==> src/rtl/sram_req_bridge_if.sv <==
// Client and SRAM22-macro signal bundle for sram_req_bridge.
// The slave modport is the bridge; the master modport is the client plus the macro.
interface sram_req_bridge_if #(
  parameter int unsigned DATA_WIDTH  = 32,
  parameter int unsigned ADDR_WIDTH  = 9,
  parameter int unsigned WMASK_WIDTH = 1
);
  logic                   req_valid;
  logic                   req_ready;
  logic                   req_we;
  logic [ADDR_WIDTH-1:0]  req_addr;
  logic [DATA_WIDTH-1:0]  req_wdata;
  logic                   resp_valid;
  logic                   resp_ready;
  logic [DATA_WIDTH-1:0]  resp_rdata;
  logic                   sram_we;
  logic [WMASK_WIDTH-1:0] sram_wmask;
  logic [ADDR_WIDTH-1:0]  sram_addr;
  logic [DATA_WIDTH-1:0]  sram_din;
  logic [DATA_WIDTH-1:0]  sram_dout;

  modport slave (
    input  req_valid, req_we, req_addr, req_wdata, resp_ready, sram_dout,
    output req_ready, resp_valid, resp_rdata, sram_we, sram_wmask, sram_addr, sram_din
  );

  modport master (
    output req_valid, req_we, req_addr, req_wdata, resp_ready, sram_dout,
    input  req_ready, resp_valid, resp_rdata, sram_we, sram_wmask, sram_addr, sram_din
  );
endinterface

==> src/rtl/sram_req_bridge.sv <==
// Valid/ready front-end for a single-port SRAM22 macro with a credit-guarded
// response FIFO capturing read data one cycle after each accepted read.
module sram_req_bridge #(
  parameter int unsigned DATA_WIDTH  = 32,
  parameter int unsigned ADDR_WIDTH  = 9,
  parameter int unsigned WMASK_WIDTH = 1,
  parameter int unsigned RESP_DEPTH  = 3
) (
  input logic              clk,
  input logic              rst,
  sram_req_bridge_if.slave bus
);
  localparam int unsigned CntW  = $clog2(RESP_DEPTH + 1);
  localparam int unsigned CntW1 = CntW + 1;
  localparam int unsigned PtrW  = (RESP_DEPTH > 1) ? $clog2(RESP_DEPTH) : 1;
  localparam logic [PtrW-1:0]  PtrMax   = PtrW'(RESP_DEPTH - 1);
  localparam logic [CntW1-1:0] DepthExt = CntW1'(RESP_DEPTH);

  logic                  fire;
  logic                  push;
  logic                  pop;
  logic                  rd_pending_q;
  logic [CntW-1:0]       count_q, count_d;
  logic [PtrW-1:0]       rd_ptr_q, rd_ptr_d;
  logic [PtrW-1:0]       wr_ptr_q, wr_ptr_d;
  logic [DATA_WIDTH-1:0] mem_q [RESP_DEPTH];

  // Ready counts the in-flight read as occupied so its data always has a slot.
  always_comb begin
    bus.req_ready  = !rst && (({1'b0, count_q} + {{CntW{1'b0}}, rd_pending_q}) < DepthExt);
    fire           = bus.req_valid && bus.req_ready;
    bus.sram_we    = fire && bus.req_we;
    bus.sram_wmask = bus.sram_we ? {WMASK_WIDTH{1'b1}} : {WMASK_WIDTH{1'b0}};
    bus.sram_addr  = bus.req_addr;
    bus.sram_din   = bus.req_wdata;
    bus.resp_valid = (count_q != '0);
    bus.resp_rdata = mem_q[rd_ptr_q];
    push           = rd_pending_q;
    pop            = bus.resp_valid && bus.resp_ready;
  end

  always_comb begin
    count_d  = count_q;
    rd_ptr_d = rd_ptr_q;
    wr_ptr_d = wr_ptr_q;
    unique case ({push, pop})
      2'b10:   count_d = count_q + 1'b1;
      2'b01:   count_d = count_q - 1'b1;
      default: count_d = count_q;
    endcase
    if (push) begin
      wr_ptr_d = (wr_ptr_q == PtrMax) ? '0 : wr_ptr_q + 1'b1;
    end
    if (pop) begin
      rd_ptr_d = (rd_ptr_q == PtrMax) ? '0 : rd_ptr_q + 1'b1;
    end
  end

  always_ff @(posedge clk or posedge rst) begin
    if (rst) begin
      rd_pending_q <= 1'b0;
      count_q      <= '0;
      rd_ptr_q     <= '0;
      wr_ptr_q     <= '0;
    end else begin
      rd_pending_q <= fire && !bus.req_we;
      count_q      <= count_d;
      rd_ptr_q     <= rd_ptr_d;
      wr_ptr_q     <= wr_ptr_d;
    end
  end

  always_ff @(posedge clk or posedge rst) begin
    if (rst) begin
      for (int i = 0; i < int'(RESP_DEPTH); i++) begin
        mem_q[i] <= '0;
      end
    end else if (push) begin
      mem_q[wr_ptr_q] <= bus.sram_dout;
    end
  end
endmodule

==> src/flat_wrapper.sv <==
// flat-port wrapper written by rule: the top's interface ports become plain ports
module sram_req_bridge_flat 
#(
  parameter int unsigned DATA_WIDTH  = 32,
  parameter int unsigned ADDR_WIDTH  = 9,
  parameter int unsigned WMASK_WIDTH = 1,
  parameter int unsigned RESP_DEPTH  = 3
)
  (clk, rst, bus_req_valid, bus_req_we, bus_req_addr, bus_req_wdata, bus_resp_ready, bus_sram_dout, bus_req_ready, bus_resp_valid, bus_resp_rdata, bus_sram_we, bus_sram_wmask, bus_sram_addr, bus_sram_din);
  sram_req_bridge_if #(.DATA_WIDTH(DATA_WIDTH), .ADDR_WIDTH(ADDR_WIDTH), .WMASK_WIDTH(WMASK_WIDTH)) bus_i ();
  input logic clk;
  input logic rst;
  input wire logic [$bits(bus_i.req_valid)-1:0] bus_req_valid;
  input wire logic [$bits(bus_i.req_we)-1:0] bus_req_we;
  input wire logic [$bits(bus_i.req_addr)-1:0] bus_req_addr;
  input wire logic [$bits(bus_i.req_wdata)-1:0] bus_req_wdata;
  input wire logic [$bits(bus_i.resp_ready)-1:0] bus_resp_ready;
  input wire logic [$bits(bus_i.sram_dout)-1:0] bus_sram_dout;
  output wire logic [$bits(bus_i.req_ready)-1:0] bus_req_ready;
  output wire logic [$bits(bus_i.resp_valid)-1:0] bus_resp_valid;
  output wire logic [$bits(bus_i.resp_rdata)-1:0] bus_resp_rdata;
  output wire logic [$bits(bus_i.sram_we)-1:0] bus_sram_we;
  output wire logic [$bits(bus_i.sram_wmask)-1:0] bus_sram_wmask;
  output wire logic [$bits(bus_i.sram_addr)-1:0] bus_sram_addr;
  output wire logic [$bits(bus_i.sram_din)-1:0] bus_sram_din;
  assign bus_i.req_valid = bus_req_valid;
  assign bus_i.req_we = bus_req_we;
  assign bus_i.req_addr = bus_req_addr;
  assign bus_i.req_wdata = bus_req_wdata;
  assign bus_i.resp_ready = bus_resp_ready;
  assign bus_i.sram_dout = bus_sram_dout;
  assign bus_req_ready = bus_i.req_ready;
  assign bus_resp_valid = bus_i.resp_valid;
  assign bus_resp_rdata = bus_i.resp_rdata;
  assign bus_sram_we = bus_i.sram_we;
  assign bus_sram_wmask = bus_i.sram_wmask;
  assign bus_sram_addr = bus_i.sram_addr;
  assign bus_sram_din = bus_i.sram_din;
  sram_req_bridge #(.DATA_WIDTH(DATA_WIDTH), .ADDR_WIDTH(ADDR_WIDTH), .WMASK_WIDTH(WMASK_WIDTH), .RESP_DEPTH(RESP_DEPTH)) u_core (.clk(clk), .rst(rst), .bus(bus_i));
endmodule
==> config.mk <==
export PLATFORM = sky130hd
export DESIGN_NAME = sram_req_bridge_flat
export DESIGN_NICKNAME = d
export VERILOG_FILES = /design/src/rtl/sram_req_bridge_if.sv /design/src/rtl/sram_req_bridge.sv /design/src/flat_wrapper.sv
export SDC_FILE = /design/constraint.sdc
export NUM_CORES = 1
export LEC_CHECK = 0
export CAP_MARGIN = 10
export CORE_MARGIN = 2
export CORE_UTILIZATION = 51
export CTS_CLUSTER_SIZE = 24
export DETAILED_ROUTE_END_ITERATION = 16
export GPL_ROUTABILITY_DRIVEN = 0
export MAX_ROUTING_LAYER = met4
export PLACE_DENSITY_LB_ADDON = 0.15
export SYNTH_ARGS = -nofsm -noshare
export SYNTH_HDL_FRONTEND = slang
export SYNTH_SLANG_ARGS = --single-unit
==> constraint.sdc <==
create_clock -name clk -period 7.4 [get_ports clk]
set_clock_uncertainty 0.1 [all_clocks]
set_input_delay 1.48 -clock clk [delete_from_list [all_inputs] [get_ports clk]]
set_output_delay 1.48 -clock clk [all_outputs]
set_load 0.01 [all_outputs]
Word-level counts from Yosys, hierarchy flattened

Index checks and enable logic that the tools add are counted.

$add $sub $neg: 5
$lt $le $gt $ge: 4
Equality and inequality tests: 4
Multiplexer cells: 10
Bitwise gates (word level): 2
Reductions and logical operators: 10

Operator list:

| cell                  | count |
|---|---|
| $bwmux W96            | 1 |
| $mux W32              | 3 |
| $bmux W32 S2          | 1 |
| $demux W32 S2         | 1 |
| $add A2 B1 Y2 const B | 3 |
| $eq A2 B2 Y1 const B  | 3 |
| $ge A3 B3 Y1 const B  | 2 |
| $logic_and A1 B1 Y1   | 6 |
| $not A2 Y3            | 2 |
| $mux W2               | 2 |
| $pmux W2 S2           | 1 |
| $reduce_bool A2 Y1    | 2 |
| $add A2 B1 Y3         | 1 |
| $lt A3 B1 Y1 const B  | 1 |
| $lt A3 B2 Y1 const B  | 1 |
| $eq A2 B1 Y1 const B  | 1 |
| $logic_not A1 Y1      | 2 |
| $sub A2 B1 Y2 const B | 1 |
| $mux W1               | 1 |

Flip-flop bits (word level): 103
Output and inout bits: 77

Logic depth before layout (Yosys ltp)

Gate-level depths: netlist of the first run.

Depth after elaboration: 6
Depth in mapped cells: 6
Depth with buffers taken out: 6

Least setup slack after synthesis of the first run

OpenSTA, ideal clock, no wires.

Path kind: input to output
Start: input port rst
End: output port bus_sram_wmask
Arrival: 2.314 ns
Setup slack: 3.506 ns
Stages on the path: 3
Path buffers: 1
Path through: a211oi_1 -> and3_1 -> buf_4

Longest elaborated chain between the ends: 5

Ends and longest elaborated chain:

| element                    | RTL line              | source |
|---|---|---|
| from (decl)                | flat_wrapper.sv:12    | `input logic rst;` |
| $logic_not A1 Y1 (no line) | -                     |  |
| $logic_and A1 B1 Y1        | sram_req_bridge.sv:30 | `bus.req_ready = !rst && (({1'b0, count_q} + {{CntW{1'b0}}, rd_pending_q}) < DepthExt);` |
| $logic_and A1 B1 Y1        | sram_req_bridge.sv:31 | `fire = bus.req_valid && bus.req_ready;` |
| $logic_and A1 B1 Y1        | sram_req_bridge.sv:32 | `bus.sram_we = fire && bus.req_we;` |
| net bus_sram_we            | flat_wrapper.sv:22    | `output wire logic [$bits(bus_i.sram_we)-1:0] bus_sram_we;` |
| $mux W1                    | sram_req_bridge.sv:33 | `bus.sram_wmask = bus.sram_we ? {WMASK_WIDTH{1'b1}} : {WMASK_WIDTH{1'b0}};` |
| to (decl)                  | flat_wrapper.sv:23    | `output wire logic [$bits(bus_i.sram_wmask)-1:0] bus_sram_wmask;` |

The timed path passes the listed nets, and every way through them passes these cells.

Worst setup path in the final report of the first run

Start: input port rst
End: output port bus_sram_wmask

Longest elaborated chain between the ends: 5

Ends and longest elaborated chain:

| element                    | RTL line |
|---|---|
| $logic_not A1 Y1 (no line) | - |
| $logic_and A1 B1 Y1        | sram_req_bridge.sv:30 |
| $logic_and A1 B1 Y1        | sram_req_bridge.sv:31 |
| $logic_and A1 B1 Y1        | sram_req_bridge.sv:32 |
| $mux W1                    | sram_req_bridge.sv:33 |

Every way passes these cells.

==> metrics.cfg, run 1 <==
[outcome]
outcome=finished, final reports clean

[timing]
setup_ws_ns=2.78
finalSetupViolCount=0
finalCritPeriodShare_pct=62.5
slew_headroom_pct=33.0
rsz0062_at_grt=no
maxSlewViolCount=0
hold_viol=0
tightest_slew_ns=1.00
worst_hold_slack_ns=0.412
fmax_ghz=0.216
finalSetupTns_ns=0
period_needed_ns=4.62

[setup_path]
required_ns=5.82
r2r_cells=4
cp-start-kind=primary input
critPathCaptureType=output port
r2r-start=u_core.push
path_max_fanout=3
rrSetupSlack_ns=5.19
cp_data_arrival_time_ns=3.04
crit_start=rst
worstSetupPathType=primary input to output port
rr_endpoint=u_core.mem_q[80]
critPathCapture=bus_sram_wmask

[floorplan]
io_pins=155
dieArea_mm2=0.0106
start_util_pct=51.8
die_h_um=103
die_x_um=103
num_rows=36
coreArea_mm2=0.00964

[finish]
fin_nets=491
area_growth_pct=14.1
final_common_cell=dfrtp_1
layout_common_cells=102 x dfrtp_1, 72 x clkdlybuf4s50_1, 67 x mux2_2
final_cells=547
antenna_cells=0
drive_gt1_share_pct=30.2
fin_util_pct=59.1
finalInstanceArea_mm2=0.00569

[clocking]
post_cts_buffers=0
path_clk_slew_ns=0.09
cts-buffers-inserted=9
cts-root-buf=clkbuf_8
tritoncts=built
cts.sinks=103
cts_max_level=3
ctsHoldBuffers=0
cts_resized=0
insertion_delay_ns=0.37
clockBufferDepth=2

[synth]
synth-simple-area-share_pct=3.54
synthMuxAreaShare_pct=30.6
synth_edf_count=0
synth_cell_types=26
async_reset_ff_share_pct=100
ys.flop_type=dfrtp_1
synth_seq_area_share_pct=51.7
synth_compound_area_share_pct=3.96
synthAdderAreaFrac_pct=0.752
yosys_warnings=0
ys_seq_elements=103
syn_area_mm2=0.00499
synthCells=384
synth_top_family_by_area=multiplexers
synthesis.nets=465
synthXorXnorAreaFrac_pct=0.527
avgSynthCellArea_um2=13.0

[pwr]
p_int_mw=1.67
p_sw_share_pct=32.1
ir_worst_vdd_v=0.000196
pwr-share-seq_pct=40.4
combPwrFrac_pct=45.5
power_frac_clock_pct=14.1
p_switching_mw=0.788
p_total_mw=2.46
powerDensity_mw_per_mm2=432
p_leak_nw=2.48

[placed_design]
dp.cells=532
port_buffers=72
postPlaceCellArea_mm2=0.00551
dp.final_hpwl_um=5720
pre_cts_ws_ns=2.81

[grt]
grt.met2_usage_pct=29.8
grt_max_degree=64
first_global_vias=2951
antenna_found_initial=0
grt-busiest-layer=met2
grt_pass1_wl_um=15400
gr-usage-met1_pct=26.5
grt_util_all_layers_pct=19.8
grt_overflow=0
grtUsageMet3_pct=6.31

[drt]
ant_nets=0
first_pass_iters=4
wirelength_um=9500
drt_iter0_drc=82
via_count=2860
wire_per_inst_um=17.4
drcViolationCount=0
routed_via_density=5.23

[job]
max-cap-violations=0

[worst_hold_path]
hp-class=flop to flop
worstHoldStart=u_core.mem_q[92]

==> cells in the mapped netlist, types with 3 or more instances <==
| master | instances | share of area, % |
|---|---|---|
| buf_2 | 13 | 1.3 |
| buf_4 | 42 | 6.3 |
| buf_6 | 3 | 0.68 |
| clkbuf_1 | 5 | 0.38 |
| dfrtp_1 | 103 | 52 |
| ha_1 | 3 | 0.75 |
| inv_1 | 3 | 0.23 |
| mux2_2 | 67 | 15 |
| mux2_4 | 30 | 9.0 |
| mux2i_1 | 32 | 6.4 |
| nand2_1 | 33 | 2.5 |
| o21ai_0 | 30 | 3.0 |
| o22ai_1 | 4 | 0.50 |
==> cells by family after synthesis <==
family / Yosys count
multiplexers: 129
flip-flops: 103
buffers and inverters: 67
AND/OR/NAND/NOR: 42
AO/OA/AOI/OAI: 37
XOR/XNOR: 3
adder cells (fa/ha/maj): 3
==> per-layer routing <==
metal,vias to the layer above,share of wire [%],routed length [um]
li1,1333,-,-
met1,1435,48,4520
met2,86,46,4390
met3,6,5.3,500
met4,0,0.85,81
met5,-,0,0
==> worst min path at each step <==
stage / to / slack [ns] / depth (start not counted)
floorplan: u_core.count_q[1] / 0.38 / 1
global placement: u_core.mem_q[15] / 0.39 / 1
detailed placement: u_core.mem_q[55] / 0.39 / 1
CTS: u_core.mem_q[60] / 0.41 / 1
global route: u_core.mem_q[48] / 0.42 / 1
finish: u_core.mem_q[92] / 0.41 / 1
==> registers in the layout (all words and copies together), names as in the netlist <==
| register | cells |
|---|---|
| u_core.push | 1 |
| u_core.count_q | 2 |
| u_core.rd_ptr_q | 2 |
| u_core.mem_q | 96 |
| u_core.wr_ptr_q | 2 |
==> power groups by stage <==
stage / Combinational, mW / Sequential, mW / Clock, mW
after floorplan: 0.726 / 0.961 / 0
after global placement: 1.11 / 0.989 / 0
after detailed placement: 1.13 / 1.00 / 0
after CTS: 1.13 / 0.993 / 0.358
after global routing: 1.22 / 1.03 / 0.378
final: 1.12 / 0.993 / 0.346
==> worst max-delay path, cell delays in order <==
cell and delay (ns):
clkdlybuf4s50_1 0.46, a211oi_1 0.32, and3_1 0.23, clkdlybuf4s50_1 0.55
==> final cells by class <==
class,instances,area [um^2]
multi-input cells,214,1980
well taps,133,166
clock buffers,10,128
repair buffers,78,766
fillers,819,3950
inverters,4,17.5
clock inverters,5,58.8
flip-flops and latches,103,2580
No activity file was read; power rests on OpenSTA's default activity.
==> inputs of run 2 (changes only) <==
CORE_UTILIZATION = 42   (was 51)
clock period = 4 ns   (was 7.4 ns; I/O delays follow)
==> run 2 against run 1 <==
Against the previous run:
- the run now ends with DRC left
- clock power is 140% higher
- total power is 94% higher
- combinational power is 86% higher
- utilization is 8.6 points lower
- hold slack worse by 0.0082 ns
- design area is 2.2% higher
- highest routed layer unchanged
==> metrics.cfg, run 2 (same netlist as run 1, synthesis figures left out) <==
[outcome]
outcome=finished with violations
failed_checks=DRC

[timing]
slew_headroom_pct=33.1
finalSetupTns_ns=0
finalCritPeriodShare_pct=82.3
period_needed_ns=3.29
tightest_slew_ns=1.00
maxSlewViolCount=0
fmax_ghz=0.304
finalSetupViolCount=0
hold_viol=0
rsz0062_at_grt=no

[pwr]
p_int_mw=3.28
powerDensity_mw_per_mm2=819
power_frac_clock_pct=17.7
p_leak_nw=2.54
ir_worst_vdd_v=0.000388
p_switching_mw=1.48
p_sw_share_pct=31.1
combPwrFrac_pct=43.7
pwr-share-seq_pct=38.6
p_total_mw=4.76

[finish]
layout_common_cells=102 x dfrtp_1, 72 x clkdlybuf4s50_1, 67 x mux2_2
drive_gt1_share_pct=30.0
fin_nets=493
antenna_cells=0
fin_util_pct=50.5
largest_reg_flops=96
area_growth_pct=16.6
final_common_cell=dfrtp_1
top_register=u_core.mem_q

[floorplan]
die_h_um=113
io_pins=155
start_util_pct=43.3
num_rows=39
coreArea_mm2=0.0115
dieArea_mm2=0.0128
die_x_um=113

[clocking]
cts_max_level=3
ctsHoldBuffers=0
post_cts_buffers=0
clockBufferDepth=2
insertion_delay_ns=0.35
path_clk_slew_ns=0.07
cts.sinks=103
cts-buffers-inserted=9
cts_resized=0
cts-root-buf=clkbuf_16
tritoncts=built

[drt]
routed_via_density=5.25
wirelength_um=9780
first_pass_iters=12
wire_per_inst_um=17.5
drt_iter0_drc=243
ant_nets=0
drcViolationCount=10
via_count=2940

[grt]
antenna_found_initial=0
grt_max_degree=69
grt_overflow=0
grt_pass1_wl_um=16200
first_global_vias=3000
grt_util_all_layers_pct=16.9

[setup_path]
cp_slowest_cell=clkdlybuf4s50_1
worstPathCellList=ha_1 > ha_1 > a211oi_1 > and3_1 > clkdlybuf4s50_1
worstSetupPathType=flop to output port
required_ns=3.10
slowest_delay_ns=0.54
cp-start-kind=flop
worst_path_most_repeated_cell=ha_1
critPathCaptureType=output port
cp_data_arrival_time_ns=2.39
path_buf_inv=1
crit_family=buffers and inverters
path_max_fanout=5

[worst_hold_path]
hp-class=flop to flop

[placed_design]
port_buffers=72
dp.final_hpwl_um=5820

[job]
max-cap-violations=0

[run 2: changes by cell type in the layout (fill, tap and decap cells not counted), sizes merged]
| cell | change |
|---|---|
| bufinv | -1 |
| clkinvlp | -2 |
| inv | -1 |
| buf | +2 |
| clkbuf | +6 |
| clkinv | -1 |
[run 2: final timing paths]
kind,cells past startpoint,startpoint,endpoint,slack (ns)
max,5,u_core.count_q[0],bus_sram_we,0.71
min,1,u_core.mem_q[72],u_core.mem_q[72],0.40
max reg2reg,4,u_core.push,u_core.mem_q[2],1.83
min reg2reg,1,u_core.mem_q[72],u_core.mem_q[72],0.40
max in group asynchronous,3,rst,u_core.mem_q[37],2.07
min in group asynchronous,2,rst,u_core.push,0.90
[run 2: routing by layer]
metal / track usage (%) / wire length (um)
met3: 6.37 / 644
met1: 22.7 / 4540
met5: - / 0
met2: 24.2 / 4480
met4: 4.47 / 117
[run 2: area by class of cell]
cell class / count / area, um^2
clock buffer: 16 / 282
timing repair buffer: 80 / 781
multi-input combinational: 214 / 1980
tap: 143 / 179
fill: 1034 / 5700
sequential: 103 / 2580
inverter: 4 / 17.5
[run 2: stage by stage]
stage,area [um^2],hold slack (ns),setup WS [ns],cells
2_1_floorplan,4990,0.376,0.396,384
3_3_place_gp,5530,0.386,0.796,544
3_5_place_dp,5530,0.393,0.759,544
4_1_cts,5820,0.408,0.682,560
5_1_grt,5820,0.414,0.566,560
6_report,5820,0.404,0.709,560
[run 2: power groups by stage]
| stage | Clock (mW) | Sequential (mW) | Combinational, mW |
|---|---|---|---|
| final | 0.842 | 1.84 | 2.08 |
| after global routing | 0.916 | 1.91 | 2.26 |
| after CTS | 0.871 | 1.84 | 2.11 |
| after detailed placement | 0 | 1.85 | 2.11 |
| after global placement | 0 | 1.83 | 2.07 |
| after floorplan | 0 | 1.78 | 1.34 |
